**config.mk**
```make
export PLATFORM = sky130hd
export DESIGN_NAME = seg7_scan_ctrl_flat
export DESIGN_NICKNAME = d
export VERILOG_FILES = /design/src/rtl/seg7_scan_if.sv /design/src/rtl/seg7_scan_ctrl.sv /design/src/flat_wrapper.sv
export SDC_FILE = /design/constraint.sdc
export NUM_CORES = 1
export LEC_CHECK = 0
export ABC_CLOCK_PERIOD_IN_PS = 5200
export BUFFER_PORTS_ARGS = -buffer_cell sky130_fd_sc_hd__buf_2
export CORE_ASPECT_RATIO = 1.25
export CORE_UTILIZATION = 35
export CTS_BUF_LIST = sky130_fd_sc_hd__clkbuf_8
export CTS_CLUSTER_DIAMETER = 80
export DETAILED_ROUTE_END_ITERATION = 10
export PLACE_DENSITY = 0.58
export SLEW_MARGIN = 15
export SYNTH_ARGS = -nofsm -noshare
export SYNTH_HDL_FRONTEND = slang
export SYNTH_SLANG_ARGS = --single-unit
```
**constraint.sdc**
```tcl
create_clock -name clk -period 5.2 [get_ports clk]
set_clock_uncertainty 0.15 [all_clocks]
set_input_delay 0.52 -clock clk [delete_from_list [all_inputs] [get_ports clk]]
set_output_delay 0.52 -clock clk [all_outputs]
set_load 0.05 [all_outputs]
```
**src/rtl/seg7_scan_if.sv**
```systemverilog
// Bundle of user-side and pin-side signals of the 7-segment scan controller.
// The master side (user logic / bench) supplies the display value and
// options; the slave side (scan controller) drives the decoder nibble,
// the digit enables and the status pulses.
interface seg7_scan_if #(
  parameter int NUM_DIGITS = 4
);

  logic                    load;
  logic [4*NUM_DIGITS-1:0] value;
  logic                    lz_en;
  logic [3:0]              nibble;
  logic [NUM_DIGITS-1:0]   digit_an_n;
  logic                    frame_start;
  logic                    load_ack;

  modport master (
    output load,
    output value,
    output lz_en,
    input  nibble,
    input  digit_an_n,
    input  frame_start,
    input  load_ack
  );

  modport slave (
    input  load,
    input  value,
    input  lz_en,
    output nibble,
    output digit_an_n,
    output frame_start,
    output load_ack
  );

endinterface

```
**src/rtl/seg7_scan_ctrl.sv**
```systemverilog
// Time-multiplexed scan controller for common-anode 7-segment digits.
// Each digit gets a SHOW slot of REFRESH_DIV cycles preceded by a BLANK gap
// of BLANK_CYCLES cycles with every anode off (anti-ghosting). A pending
// value is only copied into the displayed value at frame wrap, so a frame
// never mixes old and new digits. All outputs are registered: the next-cycle
// output values are derived from the next FSM state and captured on the same
// edge as the state, so outputs line up with the state they describe.
module seg7_scan_ctrl #(
  parameter int NUM_DIGITS   = 4,
  parameter int REFRESH_DIV  = 50000,
  parameter int BLANK_CYCLES = 16
) (
  input  logic        clk,
  input  logic        reset_n,
  seg7_scan_if.slave  bus
);

  localparam int DW      = 4 * NUM_DIGITS;
  localparam int IDX_W   = $clog2(NUM_DIGITS);
  localparam int CNT_MAX = (REFRESH_DIV > BLANK_CYCLES) ? REFRESH_DIV : BLANK_CYCLES;
  localparam int CNT_W   = (CNT_MAX > 1) ? $clog2(CNT_MAX) : 1;

  localparam logic [CNT_W-1:0] SHOW_LAST  = CNT_W'(REFRESH_DIV - 1);
  localparam logic [CNT_W-1:0] BLANK_LAST = CNT_W'(BLANK_CYCLES - 1);
  localparam logic [IDX_W-1:0] IDX_LAST   = IDX_W'(NUM_DIGITS - 1);

  typedef enum logic {
    ST_BLANK = 1'b0,
    ST_SHOW  = 1'b1
  } state_t;

  // True when every nibble from position k up to the top digit is zero,
  // i.e. digit k would be a leading zero.
  function automatic logic upper_zero(input logic [DW-1:0] d,
                                      input logic [IDX_W-1:0] k);
    logic z;
    z = 1'b1;
    for (int j = 0; j < NUM_DIGITS; j++) begin
      if ((j >= int'(k)) && (d[4*j +: 4] != 4'd0)) begin
        z = 1'b0;
      end
    end
    return z;
  endfunction

  state_t           state_q, state_d;
  logic [IDX_W-1:0] idx_q,   idx_d;
  logic [CNT_W-1:0] cnt_q,   cnt_d;
  logic             wrap;
  logic             commit;

  logic [DW-1:0]    disp_q;
  logic [DW-1:0]    pend_q;
  logic             pend_v_q;

  logic [NUM_DIGITS-1:0] an_p0,     an_p1;
  logic [3:0]            nibble_p0, nibble_p1;
  logic                  fs_p0,     fs_p1;
  logic                  ack_p0,    ack_p1;

  // FSM state, digit index and slot counter registers.
  always_ff @(posedge clk or negedge reset_n) begin
    if (!reset_n) begin
      state_q <= ST_BLANK;
      idx_q   <= '0;
      cnt_q   <= '0;
    end else begin
      state_q <= state_d;
      idx_q   <= idx_d;
      cnt_q   <= cnt_d;
    end
  end

  // Next-state logic: slot length counting, digit advance and frame wrap.
  always_comb begin
    state_d = state_q;
    idx_d   = idx_q;
    cnt_d   = cnt_q + 1'b1;
    wrap    = 1'b0;
    case (state_q)
      ST_BLANK: begin
        if (cnt_q == BLANK_LAST) begin
          state_d = ST_SHOW;
          cnt_d   = '0;
        end
      end
      ST_SHOW: begin
        if (cnt_q == SHOW_LAST) begin
          state_d = ST_BLANK;
          cnt_d   = '0;
          if (idx_q == IDX_LAST) begin
            idx_d = '0;
            wrap  = 1'b1;
          end else begin
            idx_d = idx_q + 1'b1;
          end
        end
      end
      default: begin
        state_d = ST_BLANK;
        cnt_d   = '0;
      end
    endcase
  end

  assign commit = wrap && pend_v_q;

  // Pending/displayed value registers; a load coinciding with a commit
  // still commits the old pending value and re-arms with the new one.
  always_ff @(posedge clk or negedge reset_n) begin
    if (!reset_n) begin
      disp_q   <= '0;
      pend_q   <= '0;
      pend_v_q <= 1'b0;
    end else begin
      if (commit) begin
        disp_q <= pend_q;
      end
      if (bus.load) begin
        pend_q   <= bus.value;
        pend_v_q <= 1'b1;
      end else if (commit) begin
        pend_v_q <= 1'b0;
      end
    end
  end

  // Next-cycle output values, derived from the state being entered.
  always_comb begin
    an_p0     = '1;
    nibble_p0 = nibble_p1;
    fs_p0     = 1'b0;
    ack_p0    = commit;
    if (state_d == ST_SHOW) begin
      nibble_p0 = disp_q[{idx_d, 2'b00} +: 4];
      if (!(bus.lz_en && (idx_d != '0) && upper_zero(disp_q, idx_d))) begin
        an_p0[idx_d] = 1'b0;
      end
      fs_p0 = (state_q == ST_BLANK) && (idx_d == '0);
    end
  end

  // ---- output register stage ----
  // Output registers: every pin changes only on a clock edge.
  always_ff @(posedge clk or negedge reset_n) begin
    if (!reset_n) begin
      an_p1     <= '1;
      nibble_p1 <= 4'd0;
      fs_p1     <= 1'b0;
      ack_p1    <= 1'b0;
    end else begin
      an_p1     <= an_p0;
      nibble_p1 <= nibble_p0;
      fs_p1     <= fs_p0;
      ack_p1    <= ack_p0;
    end
  end

  assign bus.digit_an_n  = an_p1;
  assign bus.nibble      = nibble_p1;
  assign bus.frame_start = fs_p1;
  assign bus.load_ack    = ack_p1;

endmodule

```
**src/flat_wrapper.sv**
```systemverilog
// flat-port wrapper written by rule: the top's interface ports become plain ports
module seg7_scan_ctrl_flat 
#(
  parameter int NUM_DIGITS   = 4,
  parameter int REFRESH_DIV  = 50000,
  parameter int BLANK_CYCLES = 16
)
  (clk, reset_n, bus_load, bus_value, bus_lz_en, bus_nibble, bus_digit_an_n, bus_frame_start, bus_load_ack);
  seg7_scan_if #(.NUM_DIGITS(NUM_DIGITS)) bus_i ();
  input  logic clk;
  input  logic reset_n;
  input wire logic [$bits(bus_i.load)-1:0] bus_load;
  input wire logic [$bits(bus_i.value)-1:0] bus_value;
  input wire logic [$bits(bus_i.lz_en)-1:0] bus_lz_en;
  output wire logic [$bits(bus_i.nibble)-1:0] bus_nibble;
  output wire logic [$bits(bus_i.digit_an_n)-1:0] bus_digit_an_n;
  output wire logic [$bits(bus_i.frame_start)-1:0] bus_frame_start;
  output wire logic [$bits(bus_i.load_ack)-1:0] bus_load_ack;
  assign bus_i.load = bus_load;
  assign bus_i.value = bus_value;
  assign bus_i.lz_en = bus_lz_en;
  assign bus_nibble = bus_i.nibble;
  assign bus_digit_an_n = bus_i.digit_an_n;
  assign bus_frame_start = bus_i.frame_start;
  assign bus_load_ack = bus_i.load_ack;
  seg7_scan_ctrl #(.NUM_DIGITS(NUM_DIGITS), .REFRESH_DIV(REFRESH_DIV), .BLANK_CYCLES(BLANK_CYCLES)) u_core (.clk(clk), .reset_n(reset_n), .bus(bus_i));
endmodule
```
# Word level (Yosys, flattened, before mapping)
# Index checks and enable logic that the tools add are counted.
# totals
word_cells	62
output_inout_bits	10
inputBits	20
reg_bits	62
# op_classes
n_addsub	2
muxes	24
shifts	1
eq_ne	3
n_bitwise	2
n_reduce_logical	15
n_lt_le_gt_ge	5
# op_table
cell	count
$mux 16	2
$pmux 16 s2	1
$add 16x1->16 const B	1
$eq 16x16->1 const B	1
$eq 16x4->1 const B	1
$reduce_bool 4->1	4
$shiftx 16x5->4	1
$mux 1	14
$logic_and 1x1->1	8
$mux 4	2
$mux 2	3
$ge 1x2->1 const A	2
$not 4->4	1
$reduce_bool 2->1	2
$lt 2x3->1 const B	1
$add 2x1->2 const B	1
$demux 1 s2	1
$eq 2x2->1 const B	1
$ge 2x1->1 const B	1
$ge 2x2->1 const A	1
$logic_not 2->1	1
$pmux 1 s2	1
$not 1->1	1

# Depth between registers and ports, before layout
# Gate-level depths: netlist (run 1).
# logic_depth
ltp_word	14
ltp_mapped	9
depth_no_buf	7

# Least setup slack after synthesis (run 1)
# No wires, ideal clock.
# synth_timing
path_kind	reg-to-reg
start	register u_core.cnt_q[10]
end	register u_core.disp_q[0]
period_less_slack_ns	2.549
path_stages_with_launch	8
path_buffers	2
path_slack_ns	2.651
t_arrival_ns	2.274
t_required_ns	4.925
setup_ns	0.125
cell_sequence	dfrtp_1 or4_4 or4_4 nor2_1 and3_1 buf_6 buf_12 mux2_4
# synth_via
elab_chain_cells	4
# synth_lines
element	line	rtl
from (decl)	seg7_scan_ctrl.sv:48	logic [CNT_W-1:0] cnt_q, cnt_d;
from (signal assigned)	seg7_scan_ctrl.sv:70	cnt_q <= cnt_d;
$eq 16x16->1	seg7_scan_ctrl.sv:88	if (cnt_q == SHOW_LAST) begin
$mux 1	seg7_scan_ctrl.sv:88	
$mux 1	seg7_scan_ctrl.sv:80	case (state_q)
$logic_and 1x1->1	seg7_scan_ctrl.sv:106	assign commit = wrap && pend_v_q;
via u_core.ack_p0	seg7_scan_ctrl.sv:59	logic ack_p0, ack_p1;
to (signal assigned)	seg7_scan_ctrl.sv:117	disp_q <= pend_q;
to (decl)	seg7_scan_ctrl.sv:52	logic [DW-1:0] disp_q;
# The timed path passes the listed nets, and every way through them passes these cells.
# A chain may end at the register's enable or synchronous reset.

# Final worst setup path (run 1)
# layout_timing
start	register u_core.cnt_q[10]
end	register u_core.disp_q[5]
# layout_via
elab_chain_cells	4
# layout_lines
element	line
$eq 16x16->1	seg7_scan_ctrl.sv:88
$mux 1	seg7_scan_ctrl.sv:88
$mux 1	seg7_scan_ctrl.sv:80
$logic_and 1x1->1	seg7_scan_ctrl.sv:106
# No other way between the ends.

==> results of run 1 <==
[state kept, by name (all words and copies together) (netlist names)]
| name | count |
|---|---|
| u_core.cnt_q | 16 |
| u_core.disp_q | 16 |
| u_core.pend_q | 16 |
| u_core.bus.digit_an_n | 4 |
| u_core.bus.nibble | 4 |
| u_core.idx_q | 2 |
| u_core.bus.frame_start | 1 |
| u_core.bus.load_ack | 1 |
| u_core.pend_v_q | 1 |
| u_core.state_q | 1 |
[placed cells by master, fill, tap and decap left out, types with 3 or more instances in the layout]
| cell type | count |
|---|---|
| a21oi_1 | 4 |
| and3_1 | 5 |
| buf_2 | 29 |
| clkbuf_8 | 9 |
| clkinv_4 | 3 |
| dfrtp_1 | 58 |
| dfstp_2 | 4 |
| inv_1 | 8 |
| mux2_2 | 28 |
| mux2_4 | 9 |
| nand2_1 | 20 |
| nand3_1 | 9 |
| nand4_1 | 7 |
| nor2_1 | 20 |
| nor3_1 | 5 |
| o211ai_1 | 3 |
| o21ai_0 | 7 |
| or3_1 | 5 |
| xnor2_1 | 7 |
| xor2_1 | 7 |
[final cells by class]
cell class	instances	share of cell area, %
Sequential cell	62	46.98
Multi-Input combinational cell	162	37.20
Inverter	8	0.9063
Tap cell	95	3.588
Clock inverter	7	2.983
Clock buffer	9	3.739
Timing Repair Buffer	30	4.607
[cells in the mapped netlist, drive strengths merged (3+ instances only)]
cell and n:
nor3 6, nand4 7, a21oi 5, xnor2 7, and3 5, nand2 20
mux2 37, inv 8, clkbuf 7, buf 6, o211ai 3, nand3 9
dfstp 4, or3 5, or4 3, dfrtp 58, xor2 7, o21ai 7
nor2 20
[final timing paths]
| kind | cells past startpoint | startpoint | endpoint |
|---|---|---|---|
| max in group asynchronous | 2 | reset_n | u_core.bus.nibble[1] |
| worst max register to register | 5 | u_core.cnt_q[10] | u_core.disp_q[5] |
| worst max-delay path | 5 | u_core.cnt_q[10] | u_core.disp_q[5] |
| worst min-delay path | 2 | reset_n | u_core.cnt_q[1] |
| min in group clk | 2 | bus_value[12] | u_core.pend_q[12] |
| worst min register to register | 1 | u_core.pend_v_q | u_core.pend_v_q |
[worst reg2reg max path, delay by kind of cell, from the launching register on]
family,cells,cell delay (ps)
simple gates,4,1950
flops,1,420
mux,1,420
[metal layers]
| metal | share of wire [%] | up-vias | routed length, um | GRT usage [%] |
|---|---|---|---|---|
| met5 | 0 | - | 0 | 0 |
| met2 | 48 | 35 | 2563 | 21.37 |
| met4 | 1.0 | 0 | 54 | 5.542 |
| met1 | 47 | 898 | 2485 | 18.11 |
| li1 | - | 912 | - | - |
| met3 | 3.6 | 6 | 193 | 4.303 |
[metrics by stage]
step	hold slack, ps	std cells
after global routing	241.5	373
final	185.9	373
after CTS	209.0	373
after global placement	307.7	357
after floorplan	74.41	245
after detailed placement	308.9	357
[power breakdown]
part	switching (mW)	total (mW)	internal (mW)
Sequential	0.00682	0.501	0.495
Clock	0.200	0.471	0.271
Combinational	0.0156	0.0324	0.0168
[cell families after synthesis]
logic type,count (synthesis)
flops,62
compound gates,20
fa+ha+maj,2
xor+xnor,14
buf+inv,21
simple gates,85
mux,41
==> results.md, run 1 <==
* Outcome: completed
* # diodes at 0
* ANT nets after route at 0
* EDFF count, synth at 0
* CP arrival at between 3000 and 4000 ps
* Prevailing post-synth register cell: dfrtp_1
* Crit-path max FO at 17
* Die Ht at about 100 um
* Class of the most critical setup path: reg -> reg
* Ports at 30
* Ys Warns at 0
* Number of clock sinks at 62
* Root Buffer: clkbuf_8
* Top cell type's share of synthesized area at between 50 and 60%
* Most frequent CP cell: or4_4
* Kind of cell adding the most delay to the critical path: simple AND/OR/NAND/NOR gates
* Drt pass-1 iters at 4
* Clock Pin Slew Worst Setup and Hold Paths at 70 ps
* Worst-Margin Slew at 877.9 ps
* Endpoint type of the worst setup path: flip-flop
* Critical path cell sequence: or4_4, or4_4, nor2_1, and3_1, mux2_2
* Pins Over Slew Limit at 0
* Main area contributors after synthesis: dfrtp_1 50%, mux2_2 11%, mux2_4 4.7%
* Area growth syn-to-layout at 14.43%
* Synth Area in Adders at less than 1%
* CP max stage delay at 740 ps
* Asr flop ratio synth at between 90% and 100%
* Synth Area in Compound Gates at roughly 4.5%
* Largest net degree at the start of global routing at 63
* Max clock buf depth at 2
* Drt via density at 4.962
* Core area at 0.007928 mm2
* Register area at 0.001556 mm2
* Achievable Freq at 327.7 MHz
* Worst EP required at 5280 ps
* Min-delay worst type: in -> async
* First-pass GRT wire length at 9.418 mm
* Period minus WS final at between 3000 and 4000 ps
* Post-Place Setup Slack at 2133 ps
* Total CTS buffers at 9
* Remaining global-route overflow at 0
* CTS Hold Buffers Added at 0
* Rows at 36
* Max_cap viols at 0
* Initial antenna violation count at 0
* Synth Register Bits at 62
* Synthesized instance count at 245
* Effective utilization at floorplan at 36.52%
* Setup_tns at 0 ps
* Multi-input logic area at 0.001232 mm2
* Placed cell area at 0.003090 mm2
* Final worst-path cycle share at 58.69%
* Iteration-0 DRC Markers at 82
* Post-CTS setup buffer count at 0
* Synthesized area per cell at 11.82 um2
* Post-DP HPWL at 3.708 mm
* Slowest-stage cell, CP: and3_1
* RSZ-0062 raised after global routing: no
* CTS tree: done
* Pwr Total at 1.005 mW
* FILL cells at 759
* DRT Wirelength at 5.296 mm
* Unique masters post-synth at 40
* Post-cts sizing count at 0
* Worst-skew pair later-pin latency at 340 ps
* Total GRT Usage at 13.86%
* Reg2Reg Setup Slack at 2150 ps
* Via Count at 1851
* Share of cells above drive strength 1 at 34.17%
* Leakage power at 1.509 nW
* Setup slack after layout at ~2100 ps
* Port bufs at 29
* Post-synthesis sequential area ratio at a little over half
* DRC at 0
* Die width at 83.35 um
* VDD IR max at 159.6 uV
* Vias in the first global route at 1914
* Main combinational cell family by area after synthesis: multiplexers
* Die area at 0.008642 mm2
* Mux cell area share after synthesis at between 10% and 20%
* Routability cong. at around 0.87
* Final hold vios at 0
* Clock H-tree levels at 3
* Syn Nets at about 270
* Setup violators final at 0
* Core Util, Final at approximately two fifths
* Post-synthesis xor/xnor area fraction at 4.235%
* Mapped Area at 0.002895 mm2
* CP Launch Type: flip-flop
* Cell taking the most area after synthesis: dfrtp_1
* Relative slew slack at 41.47%
* Cell Pwr Density at 303.4 mW/mm2
* Final nets at 295
* Finished layout cell area at 0.003313 mm2
* CP bufs+invs at 0
* Routed wire per std cell at roughly 14 um
* Post-Synth Simple-Gate Area at roughly 15%
Note: power is estimated with default switching activity, not from simulation.
==> run 2: changes to the inputs <==
--- a/config.mk
+++ b/config.mk
@@ -5,14 +5,14 @@
 export SDC_FILE = /design/constraint.sdc
 export NUM_CORES = 1
 export LEC_CHECK = 0
-export ABC_CLOCK_PERIOD_IN_PS = 5200
+export ABC_CLOCK_PERIOD_IN_PS = 2800
 export BUFFER_PORTS_ARGS = -buffer_cell sky130_fd_sc_hd__buf_2
 export CORE_ASPECT_RATIO = 1.25
 export CORE_UTILIZATION = 35
 export CTS_BUF_LIST = sky130_fd_sc_hd__clkbuf_8
 export CTS_CLUSTER_DIAMETER = 80
 export DETAILED_ROUTE_END_ITERATION = 10
-export PLACE_DENSITY = 0.58
+export PLACE_DENSITY = 0.6
 export SLEW_MARGIN = 15
 export SYNTH_ARGS = -nofsm -noshare
 export SYNTH_HDL_FRONTEND = slang
==> constraint.sdc (replaced) <==
create_clock -name clk -period 2.8 [get_ports clk]
set_clock_uncertainty 0.15 [all_clocks]
set_input_delay 0.28 -clock clk [delete_from_list [all_inputs] [get_ports clk]]
set_output_delay 0.28 -clock clk [all_outputs]
set_load 0.05 [all_outputs]
==> results.md, run 2 (same netlist as run 1, synthesis figures left out) <==
* Outcome: completed
* Drt via density at 4.969
* RSZ-0062 raised after global routing: no
* Drt pass-1 iters at 5
* Placed cell area at 0.003156 mm2
* Worst EP required at about 2900 ps
* Relative slew slack at 38.38%
* Post-CTS setup buffer count at 0
* Clock H-tree levels at 3
* Most common cell after layout, fill and taps aside: dfrtp_1
* Ports at 30
* Vias in the first global route at ~1900
* Class of the most critical setup path: reg -> reg
* Most frequent CP cell: or4_4
* Period minus WS final at 2661 ps
* Crit-path max FO at 17
* Setup violators final at 0
* DRT Wirelength at around 5.6 mm
* Share of cells above drive strength 1 at 35.31%
* Post-DP HPWL at 4.047 mm
* First-pass GRT wire length at 9.390 mm
* Setup slack after layout at between 100 and 150 ps
* Total GRT Usage at 14.16%
* CTS Hold Buffers Added at 1
* Iteration-0 DRC Markers at 90
* Kind of cell adding the most delay to the critical path: simple AND/OR/NAND/NOR gates
* Leakage power at 1.552 nW
* Worst R2R Path Depth at 6
* Via Count at between 1500 and 2000
* Die width at 83.35 um
* Rows at 36
* DRC at 0
* Final nets at between 300 and 400
* Endpoint type of the worst setup path: flip-flop
* Initial antenna violation count at 0
* Effective utilization at floorplan at ~37%
* Critical path depth at 6
* Final worst-path cycle share at 95.05%
* Post-Place Setup Slack at 179.2 ps
* Number of clock sinks at 62
* Largest net degree at the start of global routing at 43
* CP Launch Type: flip-flop
* Core Util, Final at 42.63%
* Die Ht at 103.7 um
* Die area at between 0.008 and 0.009 mm2
* Max_cap viols at 0
* Clock Pin Slew Worst Setup and Hold Paths at 70 ps
* Achievable Freq at 375.8 MHz
* Routability cong. at 0.8819
* Setup_tns at 0 ps
* Pins Over Slew Limit at 0
* Final hold vios at 0
* Port bufs at 29
* CP arrival at 2740 ps
* Finished layout cell area at 0.003379 mm2
* Area growth syn-to-layout at 16.72%
* # diodes at 0
* Worst-Margin Slew at 924.3 ps
* Remaining global-route overflow at 0
* Total CTS buffers at 9
* Min-delay worst type: in -> reg
* VDD IR max at 274.0 uV
* CTS tree: done
* CP bufs+invs at 1
* Core area at 0.007928 mm2
* Slowest-stage cell, CP: or4_4
* Post-cts sizing count at 0
* Most frequent cells in the layout: 58 x dfrtp_1, 29 x buf_2, 28 x mux2_2, 20 x nand2_1, 20 x nor2_1
* Cell Pwr Density at 544.5 mW/mm2
* Root Buffer: clkbuf_8
* WHS Path Cells at 2
* CP max stage delay at 560 ps
* ANT nets after route at 0
* Pwr Total at 1.840 mW
* Top Registers: u_core.cnt_q x16, u_core.disp_q x16, u_core.pend_q x16
* Max clock buf depth at 2
* Critical path cell sequence: or4_4, or4_4, nor2_1, and3_1, buf_12, mux2_2
* Routed wire per std cell at between 10 and 15 um
* Worst-skew pair later-pin latency at ~350 ps
## run 2: cell types whose count changed in the layout (fill, tap and decap cells not counted), sizes merged
cell | previous run | this run
dlygate4sd3 | 0 | 1
inv | 8 | 9
buf | 30 | 37
clkinv | 4 | 3
## run 2: worst register-to-register path: stages, from the launching register on
cell	delay [ps]
dfrtp_1	430
or4_4	560
or4_4	550
nor2_1	100
and3_1	220
buf_12	180
mux2_2	350
## run 2: layer usage
| layer | GRT usage [%] | routed length [um] | vias up |
|---|---|---|---|
| li1 | - | - | 931 |
| met1 | 16.85 | 2566 | 903 |
| met2 | 22.54 | 2595 | 44 |
| met3 | 3.665 | 226 | 15 |
| met4 | 9.236 | 176 | 0 |
| met5 | 0 | 0 | - |
## run 2: through the flow
stage	cells	hold WS, ps
after floorplan	245	-165.6
after global placement	364	303.4
after detailed placement	364	321.6
after CTS	381	4.965
after global routing	381	3.068
final	381	17.67
## run 2: path summary, 6_finish.rpt
path,startpoint,end,slack (ps)
setup / recovery,u_core.cnt_q[10],u_core.disp_q[7],140
hold / removal,bus_value[11],u_core.pend_q[11],20
setup reg to reg,u_core.cnt_q[10],u_core.disp_q[7],140
hold reg to reg,u_core.bus.nibble[1],u_core.bus.nibble[1],330
max in group asynchronous,reset_n,u_core.pend_q[7],1330
min in group asynchronous,reset_n,u_core.cnt_q[8],460
## run 2: report_power, final
| part | internal [mW] | total, mW | switching (mW) | leakage (nW) |
|---|---|---|---|---|
| clock network | 0.496 | 0.846 | 0.350 | 0.110 |
| logic | 0.0331 | 0.0631 | 0.0300 | 0.645 |
| registers | 0.919 | 0.931 | 0.0123 | 0.796 |
## run 2: area by class of cell
cell class | count | area, um2
Timing Repair Buffer | 38 | 227.7
Inverter | 8 | 30.03
Fill cell | 784 | 4548
Clock inverter | 7 | 90.09
Clock buffer | 9 | 123.9
Sequential cell | 62 | 1556
Multi-Input combinational cell | 162 | 1232
Tap cell | 95 | 118.9
